==> config.mk <==
export PLATFORM = sky130hd
export DESIGN_NAME = dlfloat_operand_loader
export DESIGN_NICKNAME = d
export VERILOG_FILES = /design/src/rtl/dlfloat_operand_loader.sv
export SDC_FILE = /design/constraint.sdc
export NUM_CORES = 1
export LEC_CHECK = 0
export BUFFER_PORTS_ARGS = -buffer_cell sky130_fd_sc_hd__buf_2
export CAP_MARGIN = 20
export CORE_ASPECT_RATIO = 1.75
export CORE_MARGIN = 2
export CORE_UTILIZATION = 35
export CTS_BUF_LIST = sky130_fd_sc_hd__clkbuf_16
export CTS_CLUSTER_SIZE = 10
export DETAILED_ROUTE_END_ITERATION = 8
export GPL_TIMING_DRIVEN = 1
export SLEW_MARGIN = 40
export SYNTH_ARGS = -nofsm -noshare
export SYNTH_HDL_FRONTEND = slang
export SYNTH_SLANG_ARGS = --single-unit
==> constraint.sdc <==
create_clock -name clk -period 6.1 [get_ports clk]
set_clock_uncertainty 0.2 [all_clocks]
set_input_delay 0.61 -clock clk [delete_from_list [all_inputs] [get_ports clk]]
set_output_delay 0.61 -clock clk [all_outputs]
set_load 0.005 [all_outputs]
==> src/rtl/dlfloat_operand_loader.sv <==
// dlfloat_operand_loader: byte-serial DLFloat16 operand pair assembler with tagging and an issue FIFO.
module dlfloat_operand_loader #(
  parameter int FIFO_DEPTH = 4
) (
  input  logic                          clk,
  input  logic                          rst,
  input  logic                          flush,
  input  logic [7:0]                    byte_in,
  input  logic                          byte_valid,
  output logic                          byte_ready,
  output logic [15:0]                   op_a,
  output logic [15:0]                   op_b,
  output logic [1:0]                    op_special,
  output logic                          op_valid,
  input  logic                          op_ready,
  output logic [$clog2(FIFO_DEPTH):0]   fifo_level,
  output logic [15:0]                   pair_count,
  output logic                          nan_seen
);
  localparam int AW = $clog2(FIFO_DEPTH);
  typedef enum logic [1:0] {AH, AL, BH, BL} state_t;
  state_t state, state_next;
  logic [15:0] a, b;
  logic [7:0] bh;
  logic [1:0] tag;
  logic [33:0] mem [FIFO_DEPTH];
  logic [AW-1:0] rd, wr;
  logic [AW:0] level;
  logic full, xfer, push, pop;
  // full comes from registered level only, keeping op_ready off the byte_ready path
  assign full = level == (AW+1)'(FIFO_DEPTH);
  assign byte_ready = state != BL || !full;
  assign xfer = byte_valid && byte_ready;
  assign push = xfer && state == BL;
  assign op_valid = level != '0;
  assign pop = op_valid && op_ready;
  assign b = {bh, byte_in};
  assign tag = {a == 16'hFFFF || b == 16'hFFFF, a == 16'h0000 || b == 16'h0000};
  assign {op_special, op_a, op_b} = op_valid ? mem[rd] : '0;
  assign fifo_level = level;
  always_comb
    state_next = flush ? AH : !xfer ? state :
                 state == AH ? AL : state == AL ? BH : state == BH ? BL : AH;
  always_ff @(posedge clk)
    if (rst) state <= AH;
    else state <= state_next;
  always_ff @(posedge clk)
    if (!rst && !flush && push) mem[wr] <= {tag, a, b};
  always_ff @(posedge clk) begin
    if (rst) begin
      a <= '0;
      bh <= '0;
      rd <= '0;
      wr <= '0;
      level <= '0;
      pair_count <= '0;
      nan_seen <= 1'b0;
    end else if (flush) begin
      rd <= '0;
      wr <= '0;
      level <= '0;
      nan_seen <= 1'b0;
    end else begin
      if (xfer && state == AH) a[15:8] <= byte_in;
      if (xfer && state == AL) a[7:0] <= byte_in;
      if (xfer && state == BH) bh <= byte_in;
      if (push) wr <= wr + AW'(1);
      if (pop) rd <= rd + AW'(1);
      if (pop) pair_count <= pair_count + 16'd1;
      nan_seen <= nan_seen | (push & tag[1]);
      level <= level + (AW+1)'(push) - (AW+1)'(pop);
    end
  end
endmodule

==> run summary, run 1 <==
most numerous cell in the Yosys netlist: edfxtp_1
critical path class: reg2reg
clock insertion delay at the later pin of the skew report: 0.42 ns
Post-Layout Inst Area: 8720 um^2
crit path DAT: 3.36 ns
Post-synth EDFFs: 136
crit path capture type: flip-flop
main area contributors after synthesis: edfxtp_1, dfxtp_1, mux4_2, mux2i_1, and2_1
YS warnings: 0
diode count: 0
CP required: 6.22 ns
worst slew pin tran: 0.791 ns
number of buffers created by CTS: 17
first-pass GRT wire length: 24,000 um
row count: 70
1st-pass router iterations: 4
grt total ovfl: 0
post-DR vias/cell: 5.12
PwrDens: 285 nW/um^2
number of port buffers: 68
Async S/R FF share, synth: 0%
Leak: 2.93 nW
DIE WIDTH: 115 um
achievable frequency: 309 MHz
antenna violations before repair: 0
Seq cells post-synth: 188
die area: 22,600 um^2
filler instances: 1,909
multi-input logic area: 2260 um^2
HP Class: reg2reg
via count: 4,137
I/O pins: 69
delay-heaviest family, CP: simple AND/OR/NAND/NOR gates
final setup violation count: 0
final core utilization: 41.7%
clock buffer depth: 2
Max Fanout on Critical Path: 37
post-route ant nets: 0
post-synthesis cell type count: 36
minimum clock period: 3.24 ns
sequential share of the synthesized area: 68.4%
Synth Cell Area: 7490 um^2
Max-slew headroom: 47.2%
CP bufs+invs: 3
Layout area overhead: 16.4%
Area after DPL: 8120 um^2
# hold bufs at CTS: 0
placed insts: 776
fraction of layout cells with a size suffix above 1: 27.5%
Peak VDD IR: 168 uV
register area: 5130 um^2
Final nets: 569
status: complete, no violations
CTS H-tree depth: 4
CTS clk-pin slew, worst paths: 0.07 ns
RSZ-0062 raised after global routing: no
Max Cap Violations: 0
most frequent cells after synthesis: edfxtp_1, dfxtp_1, nor2_1
final cell count without fillers: 808
CTS tree: yes
clk sinks: 188
total wire length: 15,100 um
crit-path cells: nor3_2, inv_2, and2_1, ha_1, inv_1, ha_1, inv_1, fa_1, xor2_1, xnor2_1, nor2_1
die height: 198 um
DP HPWL: 9770 um
number of global-route vias before repair: 4,357
Starting Density: 35.8%
fin. max-slew vios: 0
main flop type after synthesis: edfxtp_1
syn_nets: 497
GRT Total Usage: 14.1%
Slowest-stage cell, CP: nor3_2
Worst Setup Start Kind: flip-flop
final hold violations: 0
root buf cell: clkbuf_16
GP Congestion: 0.779
Final Cycle Share: 53.1%
CP peak stage delay: 0.55 ns
Initial DRC Count: 247
Avg Cell Area, Syn: 15.9 um^2
Setup Fix Bufs, Post-CTS: 0
core footprint: 20,900 um^2
post-route setup TNS: 0 ns
PostCTS Resize Cnt: 0
Synth area leader: edfxtp_1
wire per inst: 18.7 um
pin count of the biggest net entering global routing: 43
post-synthesis cell count: 471
Synth top area share: 54.5%
DRC viols: 0
## path summary, 6_finish.rpt
path / end / cells after the start / slack, ns / from
worst min-delay path: nan_seen / 2 / 0.27 / nan_seen
worst max-delay path: fifo_level[2] / 11 / 2.86 / fifo_level[0]
worst min register to register: nan_seen / 2 / 0.27 / nan_seen
worst max register to register: fifo_level[2] / 11 / 2.86 / fifo_level[0]
## state kept, by name, indices dropped and copies added, names as in the netlist, named ones only
name and count:
fifo_level 3, wr 2, rd 2, nan_seen 1
a 16, pair_count 16, mem 136, state 2
bh 8
## layout by cell type (no fill, tap or decap), types with 12 or more instances in the layout
master       n
and2_1      36
buf_2       68
clkbuf_16   17
dfxtp_1     50
edfxtp_1   136
ha_1        12
mux2i_1     27
mux4_2      34
nand4_1     13
nor2_1      42
## cells by family (layout without fill, tap and decap cells)
logic type	count (synthesis)	in the layout	share of synthesized area, %
adder cells (fa/ha/maj)	13	13	2.27
AND/OR/NAND/NOR	144	144	10.9
multiplexers	61	61	13.8
flip-flops	188	188	68.4
buffers and inverters	33	118	1.85
XOR/XNOR	12	12	1.40
AO/OA/AOI/OAI	20	20	1.37
## worst register-to-register path: stages (launching register included)
cell and delay, ns:
dfxtp_1 0.39, nor3_2 0.55, inv_2 0.40, and2_1 0.31
ha_1 0.28, inv_1 0.06, ha_1 0.14, inv_1 0.05
fa_1 0.38, xor2_1 0.19, xnor2_1 0.14, nor2_1 0.05
## layer usage
metal | global-route usage (%) | vias up | part of all wire (%)
li1 | - | 1931 | -
met1 | 15.1 | 2128 | 38
met2 | 26.5 | 70 | 57
met3 | 3.71 | 8 | 3.4
met4 | 4.34 | 0 | 1.2
met5 | 0 | - | 0
## metrics by stage
step	hold slack, ns	total power [W]	setup slack (ns)
finish	0.272	0.00249	2.86
CTS	0.275	0.00251	2.83
global route	0.302	0.00257	2.57
detailed placement	0.257	0.00144	2.83
global placement	0.246	0.00144	2.68
floorplan	0.242	0.00142	3.50
## final cells by class
class / count / share of cell area, %
Multi-Input combinational cell: 250 / 26.0
Sequential cell: 188 / 58.8
Tap cell: 252 / 3.61
Timing Repair Buffer: 75 / 4.50
Clock buffer: 17 / 4.88
Clock inverter: 15 / 1.79
Inverter: 11 / 0.473
## power by group
group,switching [W],internal (W)
combinational,0.0000278,0.0000131
sequential,0.00000748,0.00136
clock,0.000496,0.000579
total,0.000531,0.00196
Note: power is estimated with default switching activity, not from simulation.
==> run 2: changes to the inputs <==
ABC_AREA = 1   (was not set)
clock period = 3.35 ns   (was 6.1 ns; I/O delays follow)
==> run summary, run 2 <==
r2r endpoint: fifo_level[2]
Layout area overhead: 14.9%
Starting Density: 35.4%
grt total ovfl: 0
largest register by flop count: mem
core footprint: 22,600 um^2
most numerous cell in the Yosys netlist: nor2_1
commonest non-fill, non-tap cells in the layout: nor2_1, edfxtp_1, nand2_1
final hold violations: 0
crit path capture: op_a[4]
Synth Cell Area: 7990 um^2
DRC viols: 0
pin count of the biggest net entering global routing: 69
DP HPWL: 12,100 um
reg-to-reg startpoint: state[1]
YS warnings: 0
Synth top area share: 51.1%
main flop type after synthesis: edfxtp_1
register area: 5130 um^2
final core utilization: 40.7%
# hold bufs at CTS: 0
Max Cap Violations: 0
Post-synth EDFFs: 136
hold_sp: flush
total wire length: 18,200 um
minimum clock period: 2.89 ns
most frequent cells after synthesis: nor2_1, edfxtp_1, nand2_1
syn_nets: 814
WHS Path Cells: 4
Max-slew headroom: 51.3%
first-pass GRT wire length: 28,600 um
antenna violations before repair: 0
Setup crit start: fifo_level[1]
root buf cell: clkbuf_16
number of global-route vias before repair: 5,391
delay-heaviest family, CP: buffers and inverters
post-DR vias/cell: 4.76
I/O pins: 69
main area contributors after synthesis: edfxtp_1, dfxtp_1, nor2_1, nand2_1, o21ai_0
die area: 24,100 um^2
fin. max-slew vios: 0
Setup Fix Bufs, Post-CTS: 0
crit path DAT: 2.35 ns
row count: 73
Peak VDD IR: 359 uV
Max Fanout on Critical Path: 14
1st-pass router iterations: 4
Seq cells post-synth: 188
hold_ws: 0.0426 ns
final setup violation count: 0
DIE WIDTH: 118 um
achievable frequency: 347 MHz
Levels on crit path: 7
CP bufs+invs: 4
PostCTS Resize Cnt: 0
Internal: 0.00351 W
placed insts: 1,135
R2R cell count: 12
CP peak stage delay: 0.46 ns
Net Sw Power: 0.000898 W
number of port buffers: 68
CTS H-tree depth: 4
die height: 204 um
worst slew pin tran: 0.730 ns
via count: 5,548
Final Cycle Share: 86.1%
most frequent cell on the critical path: buf_4
GRT Total Usage: 15.4%
sequential share of the synthesized area: 64.1%
number of buffers created by CTS: 17
HP Class: in2reg
crit-path cells: nor2_4, nand2_4, clkinv_1, buf_4, buf_4, a21oi_1, buf_2
post-route ant nets: 0
CP required: 2.81 ns
commonest non-fill, non-tap cell in the layout: nor2_1
logic gate share of total power: 2.4%
clock power share: 40.6%
Synth area leader: edfxtp_1
Slowest-stage cell, CP: dfxtp_1
RSZ-0062 raised after global routing: no
post-synthesis cell type count: 39
max reg flops: 136
critical path class: reg2out
status: complete, no violations
clk sinks: 188
post-synthesis cell count: 788
CTS clk-pin slew, worst paths: 0.06 ns
Final nets: 880
final cell count without fillers: 1,166
Initial DRC Count: 256
fraction of layout cells with a size suffix above 1: 16.1%
Leak: 3.52 nW
switching share of power: 20.4%
clock insertion delay at the later pin of the skew report: 0.43 ns
filler instances: 2,190
Worst Setup Start Kind: flip-flop
Avg Cell Area, Syn: 10.1 um^2
wire per inst: 15.6 um
Async S/R FF share, synth: 0%
multi-input logic area: 2510 um^2
post-route setup TNS: 0 ns
clock buffer depth: 2
GP Congestion: 0.790
CTS tree: yes
crit path capture type: primary output
PwrDens: 480 nW/um^2
reg-to-reg slack, setup: 0.69 ns
biggest registers after layout: mem x136, a x16, pair_count x16
diode count: 0
sequential power share: 57.0%
run 2: cell families (layout without fill, tap and decap cells):
kind of cell	count (synthesis)	count (layout)	synth area share, %
AO/OA/AOI/OAI	127	127	7.98
XOR/XNOR	2	2	0.219
adder cells (fa/ha/maj)	13	13	2.13
buffers and inverters	88	166	4.84
flip-flops	188	188	64.1
AND/OR/NAND/NOR	370	370	20.7
run 2: area by class of cell:
cell class	instances	share of cell area, %
Timing Repair Buffer	80	4.82
Inverter	55	2.29
Sequential cell	188	55.8
Clock buffer	17	4.63
Multi-Input combinational cell	512	27.4
Clock inverter	14	0.981
Tap cell	300	4.09
run 2: worst min path at each step:
stage,to
after floorplan,pair_count[3]
after global placement,rd[1]
after detailed placement,nan_seen
after CTS,nan_seen
after global routing,mem[2][4]
final,nan_seen
run 2: per-stage QoR:
| stage | power [W] | instance area, um^2 | setup slack [ns] |
|---|---|---|---|
| floorplan | 0.00262 | 7990 | 0.128 |
| global placement | 0.00267 | 8670 | 0.731 |
| detailed placement | 0.00267 | 8670 | 0.688 |
| CTS | 0.00445 | 9180 | 0.390 |
| global route | 0.00454 | 9180 | 0.307 |
| finish | 0.00441 | 9180 | 0.465 |
run 2: metal layers:
metal | routed length (um) | vias to the layer above | GRT usage (%)
li1 | - | 2781 | -
met5 | 0 | - | 0
met3 | 689 | 22 | 3.32
met4 | 326 | 0 | 5.94
met1 | 7240 | 2628 | 16.2
met2 | 9930 | 117 | 29.6
run 2: power by group through the flow:
stage / clock, W / sequential [W] / combinational (W)
2_1_floorplan: 0 / 0.00256 / 0.0000603
3_3_place_gp: 0 / 0.00256 / 0.000105
3_5_place_dp: 0 / 0.00257 / 0.000107
4_1_cts: 0.00183 / 0.00251 / 0.000107
5_1_grt: 0.00191 / 0.00252 / 0.000119
6_report: 0.00179 / 0.00251 / 0.000106
run 2: worst reg2reg max path, delay by kind of cell, from the launching register on:
kind | cells | cell delay (ns)
adder cells (fa/ha/maj) | 4 | 1.03
AND/OR/NAND/NOR | 4 | 0.69
flip-flops | 1 | 0.39
buffers and inverters | 3 | 0.16
AO/OA/AOI/OAI | 1 | 0.11
==> run 3: changes to the inputs <==
==> constraint.sdc (replaced) <==
create_clock -name clk -period 3.35 [get_ports clk]
set_clock_uncertainty 0.2 [all_clocks]
set_input_delay 0.67 -clock clk [delete_from_list [all_inputs] [get_ports clk]]
set_output_delay 0.67 -clock clk [all_outputs]
set_load 0.005 [all_outputs]
==> run summary, run 3 (synthesis gave the netlist of run 2 again) <==
via count: 5,582
clock buffer depth: 2
placed insts: 1,136
critical path class: reg2out
achievable frequency: 319 MHz
Final nets: 881
final hold violations: 0
number of port buffers: 68
row count: 73
number of global-route vias before repair: 5,416
post-DR vias/cell: 4.78
Max-slew headroom: 58.4%
die height: 204 um
minimum clock period: 3.13 ns
r2r endpoint: fifo_level[2]
Setup Fix Bufs, Post-CTS: 0
Starting Density: 35.4%
Peak VDD IR: 321 uV
wire per inst: 15.7 um
crit path DAT: 2.26 ns
die area: 24,100 um^2
Layout area overhead: 15.7%
Max Cap Violations: 0
crit path capture type: primary output
clock power share: 41.0%
Leak: 3.54 nW
first-pass GRT wire length: 29,000 um
diode count: 0
worst slew pin tran: 0.624 ns
commonest non-fill, non-tap cell in the layout: nor2_1
Initial DRC Count: 244
CTS clk-pin slew, worst paths: 0.08 ns
final cell count without fillers: 1,168
I/O pins: 69
Max Fanout on Critical Path: 14
final setup violation count: 0
DIE WIDTH: 118 um
core footprint: 22,600 um^2
Internal: 0.00347 W
clk sinks: 188
largest register by flop count: mem
clock insertion delay at the later pin of the skew report: 0.44 ns
Net Sw Power: 0.000970 W
status: complete, no violations
post-route ant nets: 0
fin. max-slew vios: 0
Final Cycle Share: 93.5%
number of buffers created by CTS: 17
RSZ-0062 raised after global routing: no
DRC viols: 0
Worst Setup Start Kind: flip-flop
Pwr Total: 0.00444 W
CTS tree: yes
PwrDens: 480 nW/um^2
HP Class: reg2reg
R2R cell count: 12
hold_sp: nan_seen
logic gate share of total power: 2.4%
reg-to-reg startpoint: state[1]
sequential power share: 56.6%
commonest non-fill, non-tap cells in the layout: nor2_1, edfxtp_1, nand2_1
grt total ovfl: 0
hold_ws: 0.259 ns
CTS H-tree depth: 4
biggest registers after layout: mem x136, a x16, pair_count x16
# hold bufs at CTS: 0
total wire length: 18,300 um
max reg flops: 136
Worst Hold Path EP: nan_seen
WHS Path Cells: 2
pin count of the biggest net entering global routing: 69
antenna violations before repair: 0
reg-to-reg slack, setup: 0.62 ns
1st-pass router iterations: 5
fraction of layout cells with a size suffix above 1: 16.8%
post-route setup TNS: 0 ns
root buf cell: clkbuf_16
DP HPWL: 12,400 um
PostCTS Resize Cnt: 0
switching share of power: 21.9%
CP required: 2.48 ns
GRT Total Usage: 15.6%
GP Congestion: 0.850
## run 3: final cells by class
class / count / area [um^2]
Fill cell: 2206 / 13300
Sequential cell: 188 / 5130
Inverter: 55 / 210
Multi-Input combinational cell: 512 / 2510
Tap cell: 300 / 375
Timing Repair Buffer: 81 / 500
Clock inverter: 15 / 96.3
Clock buffer: 17 / 425
## run 3: critical path: stages, from the launching register on
cell,delay [ns]
dfxtp_1,0.46
nor2_4,0.08
nand2_4,0.09
clkinv_1,0.47
buf_4,0.38
a21oi_1,0.18
buf_2,0.15
## run 3: power groups by stage
stage,clock network (W),registers [W],logic (W)
4_1_cts,0.00184,0.00251,0.000106
3_3_place_gp,0,0.00256,0.000105
2_1_floorplan,0,0.00256,0.0000603
5_1_grt,0.00194,0.00251,0.000118
6_report,0.00182,0.00251,0.000106
3_5_place_dp,0,0.00256,0.000105
## run 3: worst max path at each step
stage                   from            end  slack, ns  depth (start not counted)
5_1_grt        fifo_level[1]        op_b[3]       0.05                          6
3_3_place_gp   fifo_level[1]        op_b[3]       0.63                          6
2_1_floorplan          flush      mem[0][0]        0.1                          5
3_5_place_dp      byte_valid  fifo_level[2]       0.61                         11
4_1_cts        fifo_level[1]        op_b[3]       0.17                          6
6_report       fifo_level[1]        op_b[3]       0.22                          6
## run 3: routing by layer
layer / vias up / wire, um / GRT usage, %
met2: 107 / 10200 / 30.0
li1: 2796 / - / -
met3: 34 / 580 / 2.87
met4: 0 / 462 / 7.10
met5: - / 0 / 0
met1: 2645 / 7110 / 16.3
## run 3: stage by stage
step	util [%]	worst slack (ns)	area [um^2]
2_1_floorplan	-	0.0955	7990
3_3_place_gp	38.7	0.630	8720
3_5_place_dp	38.7	0.613	8720
4_1_cts	41.0	0.172	9250
5_1_grt	41.0	0.0485	9250
6_report	41.0	0.218	9250
